--- src/rtl/vga_output_stage.sv ---
// VGA output stage: aligns raw sync to registered colour, expands 6-bit colour to 4:4:4,
// and gates colour on a 640x480@60 timing lock with debug frame/error counters.
module vga_output_stage #(
  parameter int unsigned H_TOTAL         = 800,
  parameter int unsigned H_START         = 144,
  parameter int unsigned H_ACTIVE        = 640,
  parameter int unsigned V_TOTAL         = 525,
  parameter int unsigned V_START         = 35,
  parameter int unsigned V_ACTIVE        = 480,
  parameter int unsigned SYNC_DELAY      = 1,
  parameter bit          SYNC_ACTIVE_LOW = 1'b1
) (
  input  logic        clk_25,
  input  logic        reset,
  input  logic        hsync_in,
  input  logic        vsync_in,
  input  logic [5:0]  rgb_in,
  output logic [3:0]  vga_r,
  output logic [3:0]  vga_g,
  output logic [3:0]  vga_b,
  output logic        vga_hs,
  output logic        vga_vs,
  output logic        locked,
  output logic [15:0] frame_count,
  output logic [7:0]  err_count
);

  localparam logic       SYNC_IDLE = SYNC_ACTIVE_LOW;
  localparam logic [9:0] H_TOTAL_W = 10'(H_TOTAL);
  localparam logic [9:0] H_BEGIN   = 10'(H_START);
  localparam logic [9:0] H_END     = 10'(H_START + H_ACTIVE);
  localparam logic [9:0] V_BEGIN   = 10'(V_START);
  localparam logic [9:0] V_END     = 10'(V_START + V_ACTIVE);
  localparam logic [9:0] V_LAST    = 10'(V_TOTAL - 1);
  localparam logic [9:0] CNT_MAX   = 10'h3FF;

  localparam logic [1:0] ST_UNLOCKED = 2'd0;
  localparam logic [1:0] ST_CHECK    = 2'd1;
  localparam logic [1:0] ST_LOCKED   = 2'd2;

  logic hs_a, vs_a;

  generate
    if (SYNC_DELAY == 0) begin : g_no_delay
      assign hs_a = hsync_in;
      assign vs_a = vsync_in;
    end else begin : g_delay
      logic [SYNC_DELAY-1:0] hs_pipe, vs_pipe;
      always_ff @(posedge clk_25) begin
        if (reset) begin
          hs_pipe <= {SYNC_DELAY{SYNC_IDLE}};
          vs_pipe <= {SYNC_DELAY{SYNC_IDLE}};
        end else begin
          hs_pipe[0] <= hsync_in;
          vs_pipe[0] <= vsync_in;
          for (int i = 1; i < int'(SYNC_DELAY); i++) begin
            hs_pipe[i] <= hs_pipe[i-1];
            vs_pipe[i] <= vs_pipe[i-1];
          end
        end
      end
      assign hs_a = hs_pipe[SYNC_DELAY-1];
      assign vs_a = vs_pipe[SYNC_DELAY-1];
    end
  endgenerate

  logic        hs_prev_q, vs_edge_q;
  logic [9:0]  h_cnt_q, h_cnt_d, line_idx_q, line_idx_d, h_pos;
  logic [1:0]  state_q, state_d;
  logic [15:0] frame_count_q, frame_count_d;
  logic [7:0]  err_count_q, err_count_d;
  logic [3:0]  vga_r_q, vga_g_q, vga_b_q;
  logic        vga_hs_q, vga_vs_q;

  logic hs_act, vs_act, hs_edge, frame_start, line_err, frame_err, checking, any_err, active;
  logic [1:0] n_err;
  logic [8:0] err_sum;

  always_comb begin
    hs_act      = (hs_a != SYNC_IDLE);
    vs_act      = (vs_a != SYNC_IDLE);
    hs_edge     = hs_act && !hs_prev_q;
    frame_start = hs_edge && vs_act && !vs_edge_q;
    h_pos       = hs_edge ? 10'd0 : h_cnt_q;

    h_cnt_d = hs_edge ? 10'd1 : ((h_cnt_q == CNT_MAX) ? h_cnt_q : h_cnt_q + 10'd1);
    if (frame_start)                        line_idx_d = 10'd0;
    else if (hs_edge && line_idx_q != CNT_MAX) line_idx_d = line_idx_q + 10'd1;
    else                                    line_idx_d = line_idx_q;

    // h_cnt_q == 1022 without an edge is the cycle the counter reaches its ceiling
    line_err  = (hs_edge && (h_cnt_q != H_TOTAL_W)) || (!hs_edge && (h_cnt_q == CNT_MAX - 10'd1));
    frame_err = frame_start && (line_idx_q != V_LAST);
    checking  = (state_q == ST_CHECK) || (state_q == ST_LOCKED);
    any_err   = checking && (line_err || frame_err);
    n_err     = checking ? ({1'b0, line_err} + {1'b0, frame_err}) : 2'd0;
    err_sum   = {1'b0, err_count_q} + {7'd0, n_err};
    err_count_d = err_sum[8] ? 8'hFF : err_sum[7:0];

    // An error in CHECK restarts the window: a later error-free frame start is needed to lock
    state_d = state_q;
    case (state_q)
      ST_UNLOCKED: if (frame_start) state_d = ST_CHECK;
      ST_CHECK:    if (!any_err && frame_start) state_d = ST_LOCKED;
      ST_LOCKED:   if (any_err) state_d = ST_UNLOCKED;
      default:     state_d = ST_UNLOCKED;
    endcase

    frame_count_d = (state_q == ST_LOCKED && frame_start) ? frame_count_q + 16'd1 : frame_count_q;

    active = (h_pos >= H_BEGIN) && (h_pos < H_END) &&
             (line_idx_q >= V_BEGIN) && (line_idx_q < V_END);
  end

  always_ff @(posedge clk_25) begin
    if (reset) begin
      hs_prev_q     <= 1'b0;
      vs_edge_q     <= 1'b0;
      h_cnt_q       <= 10'd0;
      line_idx_q    <= 10'd0;
      state_q       <= ST_UNLOCKED;
      frame_count_q <= 16'd0;
      err_count_q   <= 8'd0;
      vga_r_q       <= 4'd0;
      vga_g_q       <= 4'd0;
      vga_b_q       <= 4'd0;
      vga_hs_q      <= SYNC_IDLE;
      vga_vs_q      <= SYNC_IDLE;
    end else begin
      hs_prev_q     <= hs_act;
      if (hs_edge) vs_edge_q <= vs_act;
      h_cnt_q       <= h_cnt_d;
      line_idx_q    <= line_idx_d;
      state_q       <= state_d;
      frame_count_q <= frame_count_d;
      err_count_q   <= err_count_d;
      // Gate on the next state so colour drops in the same clock locked does
      if (state_d == ST_LOCKED && active) begin
        vga_r_q <= {rgb_in[5:4], rgb_in[5:4]};
        vga_g_q <= {rgb_in[3:2], rgb_in[3:2]};
        vga_b_q <= {rgb_in[1:0], rgb_in[1:0]};
      end else begin
        vga_r_q <= 4'd0;
        vga_g_q <= 4'd0;
        vga_b_q <= 4'd0;
      end
      vga_hs_q      <= hs_a;
      vga_vs_q      <= vs_a;
    end
  end

  assign vga_r       = vga_r_q;
  assign vga_g       = vga_g_q;
  assign vga_b       = vga_b_q;
  assign vga_hs      = vga_hs_q;
  assign vga_vs      = vga_vs_q;
  assign locked      = (state_q == ST_LOCKED);
  assign frame_count = frame_count_q;
  assign err_count   = err_count_q;

endmodule
--- config.mk ---
export PLATFORM = sky130hd
export DESIGN_NAME = vga_output_stage
export DESIGN_NICKNAME = d
export VERILOG_FILES = /design/src/rtl/vga_output_stage.sv
export SDC_FILE = /design/constraint.sdc
export NUM_CORES = 1
export LEC_CHECK = 0
export BUFFER_PORTS_ARGS = -buffer_cell sky130_fd_sc_hd__buf_2
export CAP_MARGIN = 25
export CORE_UTILIZATION = 35
export DETAILED_ROUTE_END_ITERATION = 10
export PLACE_DENSITY = 0.52
export SLEW_MARGIN = 10
export SYNTH_ARGS = -nofsm -noshare
export SYNTH_HDL_FRONTEND = slang
export SYNTH_SLANG_ARGS = --single-unit
--- constraint.sdc ---
create_clock -name clk_25 -period 3.81 [get_ports clk_25]
set_input_delay 1.143 -clock clk_25 [delete_from_list [all_inputs] [get_ports clk_25]]
set_output_delay 1.143 -clock clk_25 [all_outputs]
set_load 0.02 [all_outputs]
== Word level (Yosys, flattened, before mapping) ==
Cells that the tools add are included.
W data, S select, Z words.

* Magnitude comparators: 4
* Equal/unequal tests: 9
* Multiplexer cells: 9
* Bitwise logic cells: 3
* $add $sub $neg: 5
* Reductions and logical operators: 25

{| class="wikitable"
|+ Operator list
! kind !! count
|-
| $ne A10 B10 Y1 const B || 3
|-
| $add A10 B1 Y10 const B || 2
|-
| $eq A10 B10 Y1 const B || 2
|-
| $lt A10 B10 Y1 const B || 2
|-
| $add A16 B1 Y16 const B || 1
|-
| $logic_and A1 B1 Y1 || 14
|-
| $ge A10 B6 Y1 const B || 1
|-
| $ge A10 B8 Y1 const B || 1
|-
| $mux W10 || 1
|-
| $add A8 B2 Y9 || 1
|-
| $mux W2 || 4
|-
| $mux W8 || 1
|-
| $pmux W2 S3 || 1
|-
| $reduce_or A2 Y1 || 3
|-
| $eq A2 B2 Y1 const B || 2
|-
| $logic_not A1 Y1 || 4
|-
| $logic_or A1 B1 Y1 || 3
|-
| $not A1 Y1 || 3
|-
| $add A1 B1 Y2 || 1
|-
| $eq A2 B1 Y1 const B || 1
|-
| $logic_not A2 Y1 || 1
|-
| $mux W1 || 2
|-
| $ne A2 B2 Y1 const B || 1
|}

* Logic and storage cells: 70
* Flip-flop bits (word level): 64
* Output and inout port bits: 39
* Input port bits: 10

== Longest topological paths before layout ==
Gate-level depths: netlist of the first run.

* Depth in word-level cells: 15
* Depth in mapped cells: 16
* Gate-level depth less buffers: 16

== Worst setup path after synthesis of the first run ==
OpenSTA, ideal clock, no wires.

* Path kind: register -> register
* Start: register h_cnt_q[0]
* End: register err_count_q[5] (netlist: err_count[5])
* Arrival: 2.680 ns
* Stages on the path, launching flop included: 17
* Period minus slack after synthesis: 2.745 ns
* Data required time: 3.745 ns
* Path slack: 1.065 ns
* Setup time: 0.065 ns
* Path buffers: 0
* Path through: dfxtp_1 -> inv_1 -> ha_1 -> nand2_1 -> nor4_1 -> a21oi_1 -> a41o_1 -> ha_1 -> and2_1 -> ha_1 -> inv_1 -> fa_1 -> and3b_1 -> nand3_1 -> nand2_1 -> mux2i_1 -> nor2_1

* Cells in the longest elaborated chain, start to end: 7
* Elaborated cells between the ends (all ways): 9
* Those cells by class: 2 x add/sub; 2 x eq/ne; 2 x mux; 3 x reduce/logical

{| class="wikitable"
|+ Ends and longest elaborated chain
! item !! RTL line !! text
|-
| start: declaration || 68 || <nowiki>logic [9:0] h_cnt_q, h_cnt_d, line_idx_q, line_idx_d, h_pos;</nowiki>
|-
| start signal: assignment || 132 || <nowiki>h_cnt_q <= h_cnt_d;</nowiki>
|-
| $ne A10 B10 Y1 or $eq A10 B10 Y1 (tied branches) || 92 || <nowiki>line_err = (hs_edge && (h_cnt_q != H_TOTAL_W)) || (!hs_edge && (h_cnt_q == CNT_MAX - 10'd1));</nowiki>
|-
| $logic_and A1 B1 Y1 || 92 ||
|-
| $logic_or A1 B1 Y1 * || 92 ||
|-
| $add A1 B1 Y2 * || 96 || <nowiki>n_err = checking ? ({1'b0, line_err} + {1'b0, frame_err}) : 2'd0;</nowiki>
|-
| $mux W2 * || 96 ||
|-
| $add A8 B2 Y9 * || 97 || <nowiki>err_sum = {1'b0, err_count_q} + {7'd0, n_err};</nowiki>
|-
| $mux W8 * || 98 || <nowiki>err_count_d = err_sum[8] ? 8'hFF : err_sum[7:0];</nowiki>
|-
| end signal: assignment || 136 || <nowiki>err_count_q <= err_count_d;</nowiki>
|-
| end: declaration || 71 || <nowiki>logic [7:0] err_count_q, err_count_d;</nowiki>
|}

Mark *: on every way between the ends. The rest lies on a longest branch, timed or not.
A chain may end at the register's enable or synchronous reset.

== Worst setup path after layout of the first run ==
Same ends and word-level chain as after synthesis.

==> flow_metrics.tcl, run 1 <==
set metrics [dict create \
    yosysWarnings 0 \
    nets 394 \
    utilization_pct 43.0 \
    clkLatencyLatePin_ns 0.34 \
    first_pass_iters 4 \
    drc_errors 0 \
    rsz0062_at_grt "no" \
    htreeDepth 3 \
    finalInstanceArea_mm2 0.00333 \
    ys.flop_type "dfxtp_1" \
    hold_path.class "flip-flop to flip-flop" \
    rows 32 \
    synth-xor-area-share_pct 7.82 \
    layout_common_cells "58 x dfxtp_1, 48 x buf_2, 38 x nor2_1" \
    clk_pin_slew_ns 0.07 \
    place_area_mm2 0.00309 \
    coreArea_mm2 0.00773 \
    synth_top_family_by_area "simple AND/OR/NAND/NOR gates" \
    synth_area_per_cell_um2 8.65 \
    routed_wl_mm 5.68 \
    dp_cells 460 \
    fp.dieW_um 91.5 \
    p_per_area_mw_per_mm2 404 \
    grt_pass1_vias 2070 \
    crit_required_ns 4.09 \
    total_power_mw 1.34 \
    setup-violations-final 0 \
    synthDistinctLibCells 46 \
    yosys.area.top_type "dfxtp_1" \
    cap_violations 0 \
    globalRouteTotalUtil_pct 14.7 \
    final-max-slew-violation-count 0 \
    cts.path.max_buffers 2 \
    syn_area_mm2 0.00280 \
    wl_per_cell_um 11.9 \
    cp_slowest_stage_delay_ns 0.39 \
    crit_slowest_cell "fa_1" \
    slew_headroom_pct 58.9 \
    layoutNonFillerInstCount 476 \
    synth_edf_count 0 \
    wl_met3_um 230 \
    cts_sinks 58 \
    cp_common_cell "ha_1" \
    grt_pass1_wl_mm 9.64 \
    synthSimpleGateAreaFrac_pct 28.5 \
    irDropWorstVdd_mv 0.271 \
    synth.top_cells.by_area "dfxtp_1 41%, ha_1 6.3%, nor2_1 5.1%, xor2_1 4.4%, nand2_1 3.5%" \
    wl_met1_mm 2.83 \
    dr_wl_met2_mm 2.50 \
    worst_pin_slew_ns 0.616 \
    final_antenna_net_count 0 \
    synth_compound_area_share_pct 8.84 \
    muxShareOfSynthArea_pct 1.43 \
    drt_iter0_drc 79 \
    antennaDiodeCount 0 \
    layout_commonest_cell "dfxtp_1" \
    path_class "flip-flop to flip-flop" \
    place_ws_ns 0.776 \
    io_buffers 48 \
    syn_inst 324 \
    overflow 0 \
    drive_above_1_share_pct 19.8 \
    cts_resized 0 \
    cts_root_buffer "clkbuf_8" \
    cts_made_buffers 9 \
    end_kind "flip-flop" \
    synth_fp_nets 349 \
    synth_sequential_area_ratio_pct 41.4 \
    max_freq_ghz 0.327 \
    area_delta_synth_final_pct 18.7 \
    grt_max_degree 35 \
    dr_total_vias 2316 \
    ios 49 \
    place.gp.congestion 0.773 \
    finalCritPeriodShare_pct 80.3 \
    dp.final_hpwl_mm 4.06 \
    cts_tree "yes" \
    crit_arrival_ns 3.34 \
    ys_ff_latch 58 \
    hold_viol 0 \
    viasPerCell 4.87 \
    synth_fa_ha_area_share_pct 6.97 \
    floorplan.initialDensity_pct 36.3 \
    finalWorstSetupSlack_ns 0.751 \
    routed.top_layer "met4" \
    antenna_found_initial 0 \
    holdBufCountCts 0 \
    netlist.area_leader.share_pct 41.4 \
    fin_skew_ns 0.00811 \
    cp_cell_sequence "inv_1 -> ha_1 -> nand2_1 -> nor4_1 -> a21oi_1 -> a41o_1 -> ha_1 -> and2_1 -> ha_1 -> inv_1 -> fa_1 -> and3b_1 -> nand3_1 -> nand2_1 -> mux2i_1 -> nor2_1" \
    tns_ns 0 \
    status "finished clean" \
    holdWs_ns 0.498 \
    post_cts.repair.setup_buffers 0 \
    leakagePower_nw 1.41 \
    die_y_um 91.5 \
    crit_fanout 6 \
    dieArea_mm2 0.00837 \
    min_period_ns 3.06 \
    ys_async_sr_fraction_pct 0 \
    critPathLaunchType "flip-flop" \
]
[layout make-up]
| type | instances | area, µm² |
|---|---|---|
| clock buffer | 10 | 128 |
| fill | 768 | 4400 |
| timing repair buffer | 48 | 240 |
| tap | 102 | 128 |
| inverter | 17 | 63.8 |
| multi-input combinational | 235 | 1500 |
| sequential | 58 | 1160 |
| clock inverter | 6 | 105 |
[registers in the layout, indices dropped and copies added (netlist names), 2 cells and up]
name,count
vga_g,2
state_q,2
h_cnt_q,10
line_idx_q,10
vga_b,2
err_count,8
frame_count,16
vga_r,2
[metal layers]
metal	track usage [%]	vias up
li1	-	1212
met1	18.4	1057
met2	22.3	38
met3	4.86	9
met4	7.67	0
met5	0	-
[logic make-up after synthesis]
group	Yosys count
buffers and inverters	31
adder cells (fa/ha/maj)	15
XOR/XNOR	25
AO/OA/AOI/OAI	41
multiplexers	4
AND/OR/NAND/NOR	150
flip-flops	58
[synth_stat cells (all sizes together), types with 2 or more instances]
library cell and number:
nand4 11, o21ai 7, or4 2, nand2 27
ha 14, buf 7, and3 6, xnor2 11
inv 17, or3 7, xor2 14, a31oi 3
or2 5, clkbuf 7, nand3 16, nor2b 2
a211oi 4, nor3 17, dfxtp 58, a221oi 2
nand2b 4, and4 4, mux2i 4, and2 3
and3b 2, nor4 3, a21oi 18, nor2 38
[critical path: cells and delay by family (launching register included)]
| family | cells | cell delay (ns) |
|---|---|---|
| and+or+nand+nor | 7 | 1.11 |
| DFF | 1 | 0.32 |
| AOI/OAI and AO/OA | 2 | 0.33 |
| muxes | 1 | 0.07 |
| buffers and inverters | 2 | 0.17 |
| adders and majority gates | 4 | 0.99 |
[power breakdown]
part           switching (mW)  internal [mW]  total [mW]
logic                  0.0275         0.0182      0.0457
registers             0.00830          0.614       0.622
clock network           0.246          0.431       0.677
total                   0.282           1.06        1.34
[path summary, 6_finish.rpt]
path / cells past startpoint / slack (ns) / end / startpoint
worst min register to register: 2 / 0.50 / frame_count[13]$_SDFFE_PP0P_ / frame_count[13]$_SDFFE_PP0P_
worst max register to register: 16 / 0.75 / err_count[5]$_SDFF_PP0_ / h_cnt_q[0]$_SDFFE_PP0P_
worst max-delay path: 16 / 0.75 / err_count[5]$_SDFF_PP0_ / h_cnt_q[0]$_SDFFE_PP0P_
worst min-delay path: 2 / 0.50 / frame_count[13]$_SDFFE_PP0P_ / frame_count[13]$_SDFFE_PP0P_
(Power assumes the default switching activity.)
==> inputs of run 2 (changes only) <==
--- a/config.mk
+++ b/config.mk
@@ -9,7 +9,7 @@
 export CAP_MARGIN = 25
 export CORE_UTILIZATION = 35
 export DETAILED_ROUTE_END_ITERATION = 10
-export PLACE_DENSITY = 0.52
+export PLACE_DENSITY = 0.54
 export SLEW_MARGIN = 10
 export SYNTH_ARGS = -nofsm -noshare
 export SYNTH_HDL_FRONTEND = slang
==> constraint.sdc (replaced) <==
create_clock -name clk_25 -period 2.7 [get_ports clk_25]
set_input_delay 0.81 -clock clk_25 [delete_from_list [all_inputs] [get_ports clk_25]]
set_output_delay 0.81 -clock clk_25 [all_outputs]
set_load 0.02 [all_outputs]
==> run 2 against run 1 <==
  * The run now ends with negative setup slack left
  * Count of clock-buffer cells in the layout is 1 higher
  * Combinational power grew 110%
  * Maximum frequency is 13% higher
  * Via count up 6.3%
  * Highest routed layer unchanged
  * Register-to-register slack got worse by 0.75 ns
  * Sequential power rose by 41%
  * Routed wire length increased by 11%
  * Total power grew 24%
==> flow_metrics.tcl, run 2 (synthesis results as in run 1) <==
set metrics [dict create \
    die_y_um 91.5 \
    crit_required_ns 2.92 \
    layout_commonest_cell "dfxtp_1" \
    critPathLaunchType "flip-flop" \
    p_comb_share_pct 5.7 \
    antennaDiodeCount 0 \
    clockPowerShare_pct 41.9 \
    layout_common_cells "57 x dfxtp_1, 48 x buf_2, 38 x nor2_1" \
    dieArea_mm2 0.00837 \
    finalInstanceArea_mm2 0.00356 \
    leakagePower_nw 1.54 \
    power_frac_seq_pct 52.4 \
    clkLatencyLatePin_ns 0.34 \
    wl_met1_mm 3.02 \
    power_switching_mw 0.405 \
    grt_max_degree 24 \
    coreArea_mm2 0.00773 \
    fin_skew_ns 0.00922 \
    min_period_ns 2.70 \
    finalWorstSetupSlack_ns -0.000901 \
    place.gp.congestion 0.790 \
    cts_made_buffers 9 \
    p_per_area_mw_per_mm2 468 \
    hold_viol 0 \
    rsz0062_at_grt "yes" \
    cts_root_buffer "clkbuf_8" \
    first_pass_iters 4 \
    grt_pass1_wl_mm 10.6 \
    setup-violations-final 1 \
    fp.dieW_um 91.5 \
    max_freq_ghz 0.370 \
    routed_wl_mm 6.32 \
    rows 32 \
    hold_path.class "flip-flop to flip-flop" \
    floorplan.initialDensity_pct 36.3 \
    drt_iter0_drc 88 \
    globalRouteTotalUtil_pct 16.2 \
    largest_register_ff_count 16 \
    cap_violations 0 \
    grt_pass1_vias 2357 \
    fill_cells 764 \
    dr_total_vias 2463 \
    crit_arrival_ns 2.92 \
    path_class "flip-flop to flip-flop" \
    end_kind "flip-flop" \
    routed.top_layer "met4" \
    viasPerCell 4.88 \
    overflow 0 \
    drive_above_1_share_pct 29.0 \
    place_area_mm2 0.00330 \
    final_antenna_net_count 0 \
    power.internal_mw 1.26 \
    wl_met3_um 260 \
    crit_fanout 4 \
    antenna_found_initial 0 \
    violations "negative setup slack" \
    clk_pin_slew_ns 0.07 \
    slew_headroom_pct 61.2 \
    holdBufCountCts 0 \
    htreeDepth 3 \
    multi_input_comb_area_mm2 0.00158 \
    cts.path.max_buffers 2 \
    drc_errors 0 \
    p_sw_share_pct 24.3 \
    cts_sinks 58 \
    tns_ns -0.000901 \
    ios 49 \
    final-max-slew-violation-count 0 \
    area_delta_synth_final_pct 27.1 \
    io_buffers 48 \
    seqCellArea_mm2 0.00116 \
    worst_pin_slew_ns 0.578 \
    dr_wl_met2_mm 2.96 \
    status "finished, violations left" \
    cts_tree "yes" \
    finalCritPeriodShare_pct 100 \
    nets 423 \
    wl_per_cell_um 12.5 \
    irDropWorstVdd_mv 0.272 \
    dp.final_hpwl_mm 4.56 \
]
[run 2: cell types whose count changed in the layout (fill, tap and decap cells not counted), sizes merged]
cell,previous run,this run
bufinv,3,0
clkinvlp,0,2
clkbuf,10,11
buf,48,77
[run 2: per-stage QoR]
step | power (mW) | utilization, % | setup WS, ns | hold WS [ns] | instances
after detailed placement | 0.978 | 42.7 | -0.115 | 0.491 | 487
final | 1.67 | 46.1 | -0.000901 | 0.498 | 505
after CTS | 1.68 | 45.2 | -0.0312 | 0.501 | 504
after global routing | 1.75 | 46.1 | -0.167 | 0.540 | 505
after floorplan | 0.942 | - | 0.00973 | 0.472 | 324
after global placement | 0.979 | 42.7 | -0.0637 | 0.487 | 487
[run 2: cell type report]
cell class / instances / share of cell area (%)
clock buffers: 11 / 3.97
clock inverters: 5 / 0.843
inverters: 17 / 1.79
multi-input cells: 235 / 44.3
flip-flops and latches: 58 / 32.6
well taps: 102 / 3.58
repair buffers: 77 / 12.9
[run 2: final timing paths]
path                                                    end  slack, ns                         from  cells past startpoint
worst min-delay path            frame_count[1]$_SDFFE_PP0P_       0.50  frame_count[1]$_SDFFE_PP0P_                      2
worst max register to register      err_count[6]$_SDFF_PP0_    -0.0009      h_cnt_q[0]$_SDFFE_PP0P_                     15
worst min register to register  frame_count[1]$_SDFFE_PP0P_       0.50  frame_count[1]$_SDFFE_PP0P_                      2
worst max-delay path                err_count[6]$_SDFF_PP0_    -0.0009      h_cnt_q[0]$_SDFFE_PP0P_                     15
[run 2: routing by layer]
| metal | up-vias | global-route usage [%] |
|---|---|---|
| met5 | - | 0 |
| met4 | 0 | 7.28 |
| met3 | 10 | 5.70 |
| met2 | 43 | 25.8 |
| met1 | 1142 | 19.5 |
| li1 | 1268 | - |
[run 2: critical path, stage by stage, from the launching register on]
cell and delay [ns]:
dfxtp_2 0.32, inv_2 0.07, ha_4 0.14, nand2_4 0.05, nor4_4 0.12, a21oi_1 0.10, a41o_1 0.24, ha_1 0.28
and2_4 0.14, ha_4 0.12, inv_2 0.03, fa_2 0.33, and3b_2 0.31, nand3_2 0.09, mux2i_1 0.17, nor2_1 0.06
[run 2: timing repair]
item / in CTS / in global routing
gates cloned: 0 / 0
endpoints found under the setup margin: 8 / 8
buffers inserted: 1 / 1
pin swaps: 2 / 2
resized for setup: 3 / 14
[run 2: power by group through the flow]
| stage | clock, mW | sequential [mW] | combinational (mW) |
|---|---|---|---|
| 2_1_floorplan | 0 | 0.897 | 0.0457 |
| 3_3_place_gp | 0 | 0.891 | 0.0873 |
| 3_5_place_dp | 0 | 0.891 | 0.0871 |
| 4_1_cts | 0.721 | 0.872 | 0.0891 |
| 5_1_grt | 0.769 | 0.874 | 0.106 |
| 6_report | 0.698 | 0.874 | 0.0942 |
==> inputs of run 3 (changes only) <==
--- a/config.mk
+++ b/config.mk
@@ -8,6 +8,7 @@
 export BUFFER_PORTS_ARGS = -buffer_cell sky130_fd_sc_hd__buf_2
 export CAP_MARGIN = 25
 export CORE_UTILIZATION = 35
+export CTS_BUF_LIST = sky130_fd_sc_hd__clkbuf_4
 export DETAILED_ROUTE_END_ITERATION = 10
 export PLACE_DENSITY = 0.54
 export SLEW_MARGIN = 10
==> run 3 against run 2 <==
  * The run still ends with negative setup slack left
  * Final cell count is the same
  * Total power shrank 11%
  * First-iteration DRC count shrank 22%
  * Worst hold slack gained 0.0058 ns
  * Global-route usage grew 0.14 points
  * Flip-flop and latch count is the same
  * Register-to-register slack lost 0.02 ns
  * Via count grew 0.32%
  * Setup slack lost 0.021 ns
  * Count of clock-buffer cells in the layout shrank 1
==> flow_metrics.tcl, run 3 (synthesis results as in run 1) <==
set metrics [dict create \
    power_frac_seq_pct 58.8 \
    htreeDepth 3 \
    finalCritPeriodShare_pct 101 \
    first_pass_iters 4 \
    largest_register_ff_count 16 \
    clockPowerShare_pct 34.9 \
    antenna_found_initial 0 \
    utilization_pct 45.4 \
    hold_path.class "flip-flop to flip-flop" \
    layout_common_cells "57 x dfxtp_1, 48 x buf_2, 38 x nor2_1" \
    dr_total_vias 2471 \
    status "finished, violations left" \
    dieArea_mm2 0.00837 \
    min_period_ns 2.72 \
    cts_root_buffer "clkbuf_4" \
    crit_arrival_ns 3.00 \
    finalWorstSetupSlack_ns -0.0224 \
    critPathLaunchType "flip-flop" \
    met2_usage_pct 25.6 \
    met3_usage_pct 5.95 \
    p_comb_share_pct 6.3 \
    slew_headroom_pct 61.1 \
    drc_errors 0 \
    end_kind "flip-flop" \
    power.internal_mw 1.10 \
    worst_pin_slew_ns 0.579 \
    rows 32 \
    p_per_area_mw_per_mm2 423 \
    hold_viol 0 \
    final_antenna_net_count 0 \
    layout_commonest_cell "dfxtp_1" \
    nets 423 \
    floorplan.initialDensity_pct 36.3 \
    die_y_um 91.5 \
    path_class "flip-flop to flip-flop" \
    dp.final_hpwl_mm 4.56 \
    io_buffers 48 \
    cap_violations 0 \
    cts_made_buffers 9 \
    power_switching_mw 0.386 \
    wl_per_cell_um 12.5 \
    top_usage_layer "met2" \
    coreArea_mm2 0.00773 \
    drt_iter0_drc 69 \
    p_sw_share_pct 26.0 \
    max_freq_ghz 0.367 \
    fill_cells 774 \
    viasPerCell 4.89 \
    r2r_slack_ns -0.02 \
    globalRouteTotalUtil_pct 16.3 \
    grt_pass1_wl_mm 10.7 \
    overflow 0 \
    clk_pin_slew_ns 0.10 \
    irDropWorstVdd_mv 0.208 \
    grt_pass1_vias 2372 \
    rsz0062_at_grt "yes" \
    cts_sinks 58 \
    cts.path.max_buffers 2 \
    grt_max_degree 24 \
    fp.dieW_um 91.5 \
    setup-violations-final 2 \
    clkLatencyLatePin_ns 0.41 \
    place.gp.congestion 0.790 \
    drive_above_1_share_pct 29.5 \
    fin_skew_ns 0.0158 \
    routed_wl_mm 6.32 \
    leakagePower_nw 1.51 \
    seqCellArea_mm2 0.00116 \
    final-max-slew-violation-count 0 \
    crit_required_ns 2.98 \
    gr-usage-met1_pct 19.9 \
    cts_tree "yes" \
    crit_fanout 4 \
    multi_input_comb_area_mm2 0.00159 \
    ios 49 \
    area_delta_synth_final_pct 25.3 \
    total_power_mw 1.48 \
    violations "negative setup slack" \
    antennaDiodeCount 0 \
]
[run 3: final timing paths]
check                                                    to                         from  cells past startpoint
worst max-delay path                err_count[4]$_SDFF_PP0_      h_cnt_q[0]$_SDFFE_PP0P_                     15
worst min-delay path            frame_count[1]$_SDFFE_PP0P_  frame_count[1]$_SDFFE_PP0P_                      2
worst max register to register      err_count[4]$_SDFF_PP0_      h_cnt_q[0]$_SDFFE_PP0P_                     15
worst min register to register  frame_count[1]$_SDFFE_PP0P_  frame_count[1]$_SDFFE_PP0P_                      2
[run 3: final cells by class]
cell class	instances	share of cell area, %
Clock buffer	10	2.14
Clock inverter	6	0.963
Inverter	17	1.82
Multi-Input combinational cell	235	45.3
Sequential cell	58	33.1
Tap cell	102	3.64
Timing Repair Buffer	77	13.0
[run 3: metal layers]
layer | part of all wire, % | vias up
met5 | 0 | -
met4 | 1.6 | 0
met3 | 4.4 | 12
met2 | 46 | 43
met1 | 48 | 1148
li1 | - | 1268
[run 3: worst max-delay path, stage by stage (launching register included)]
cell and delay (ns):
dfxtp_2 0.34, inv_2 0.07, ha_4 0.14, nand2_4 0.05, nor4_4 0.12, a21oi_1 0.10
a41o_1 0.24, ha_1 0.28, and2_4 0.14, ha_4 0.12, inv_2 0.03, fa_2 0.34
and3b_2 0.31, buf_4 0.14, xnor2_2 0.11, a21oi_2 0.08
[run 3: per-stage QoR]
| stage | instances | hold WS [ns] | setup TNS [ns] | setup WS (ns) | instance area, µm² |
|---|---|---|---|---|---|
| after floorplan | 324 | 0.472 | 0 | 0.00973 | 2810 |
| after global placement | 487 | 0.487 | -0.122 | -0.0637 | 3300 |
| after detailed placement | 487 | 0.491 | -0.421 | -0.115 | 3300 |
| after CTS | 504 | 0.506 | -0.00979 | -0.00979 | 3460 |
| after global routing | 505 | 0.547 | -0.745 | -0.173 | 3510 |
| final | 505 | 0.503 | -0.0256 | -0.0224 | 3510 |
[run 3: repair_timing]
item,CTS,global route
pin swaps,3,2
buffers inserted,1,1
hold buffers,0,0
resized for setup,10,9
setup endpoints to repair,8,8
[run 3: power by group through the flow]
stage               logic, mW  clock network, mW  registers (mW)
global placement       0.0873                  0           0.891
CTS                    0.0896              0.544           0.873
detailed placement     0.0871                  0           0.891
floorplan              0.0457                  0           0.897
finish                 0.0941              0.518           0.873
global route            0.106              0.588           0.875
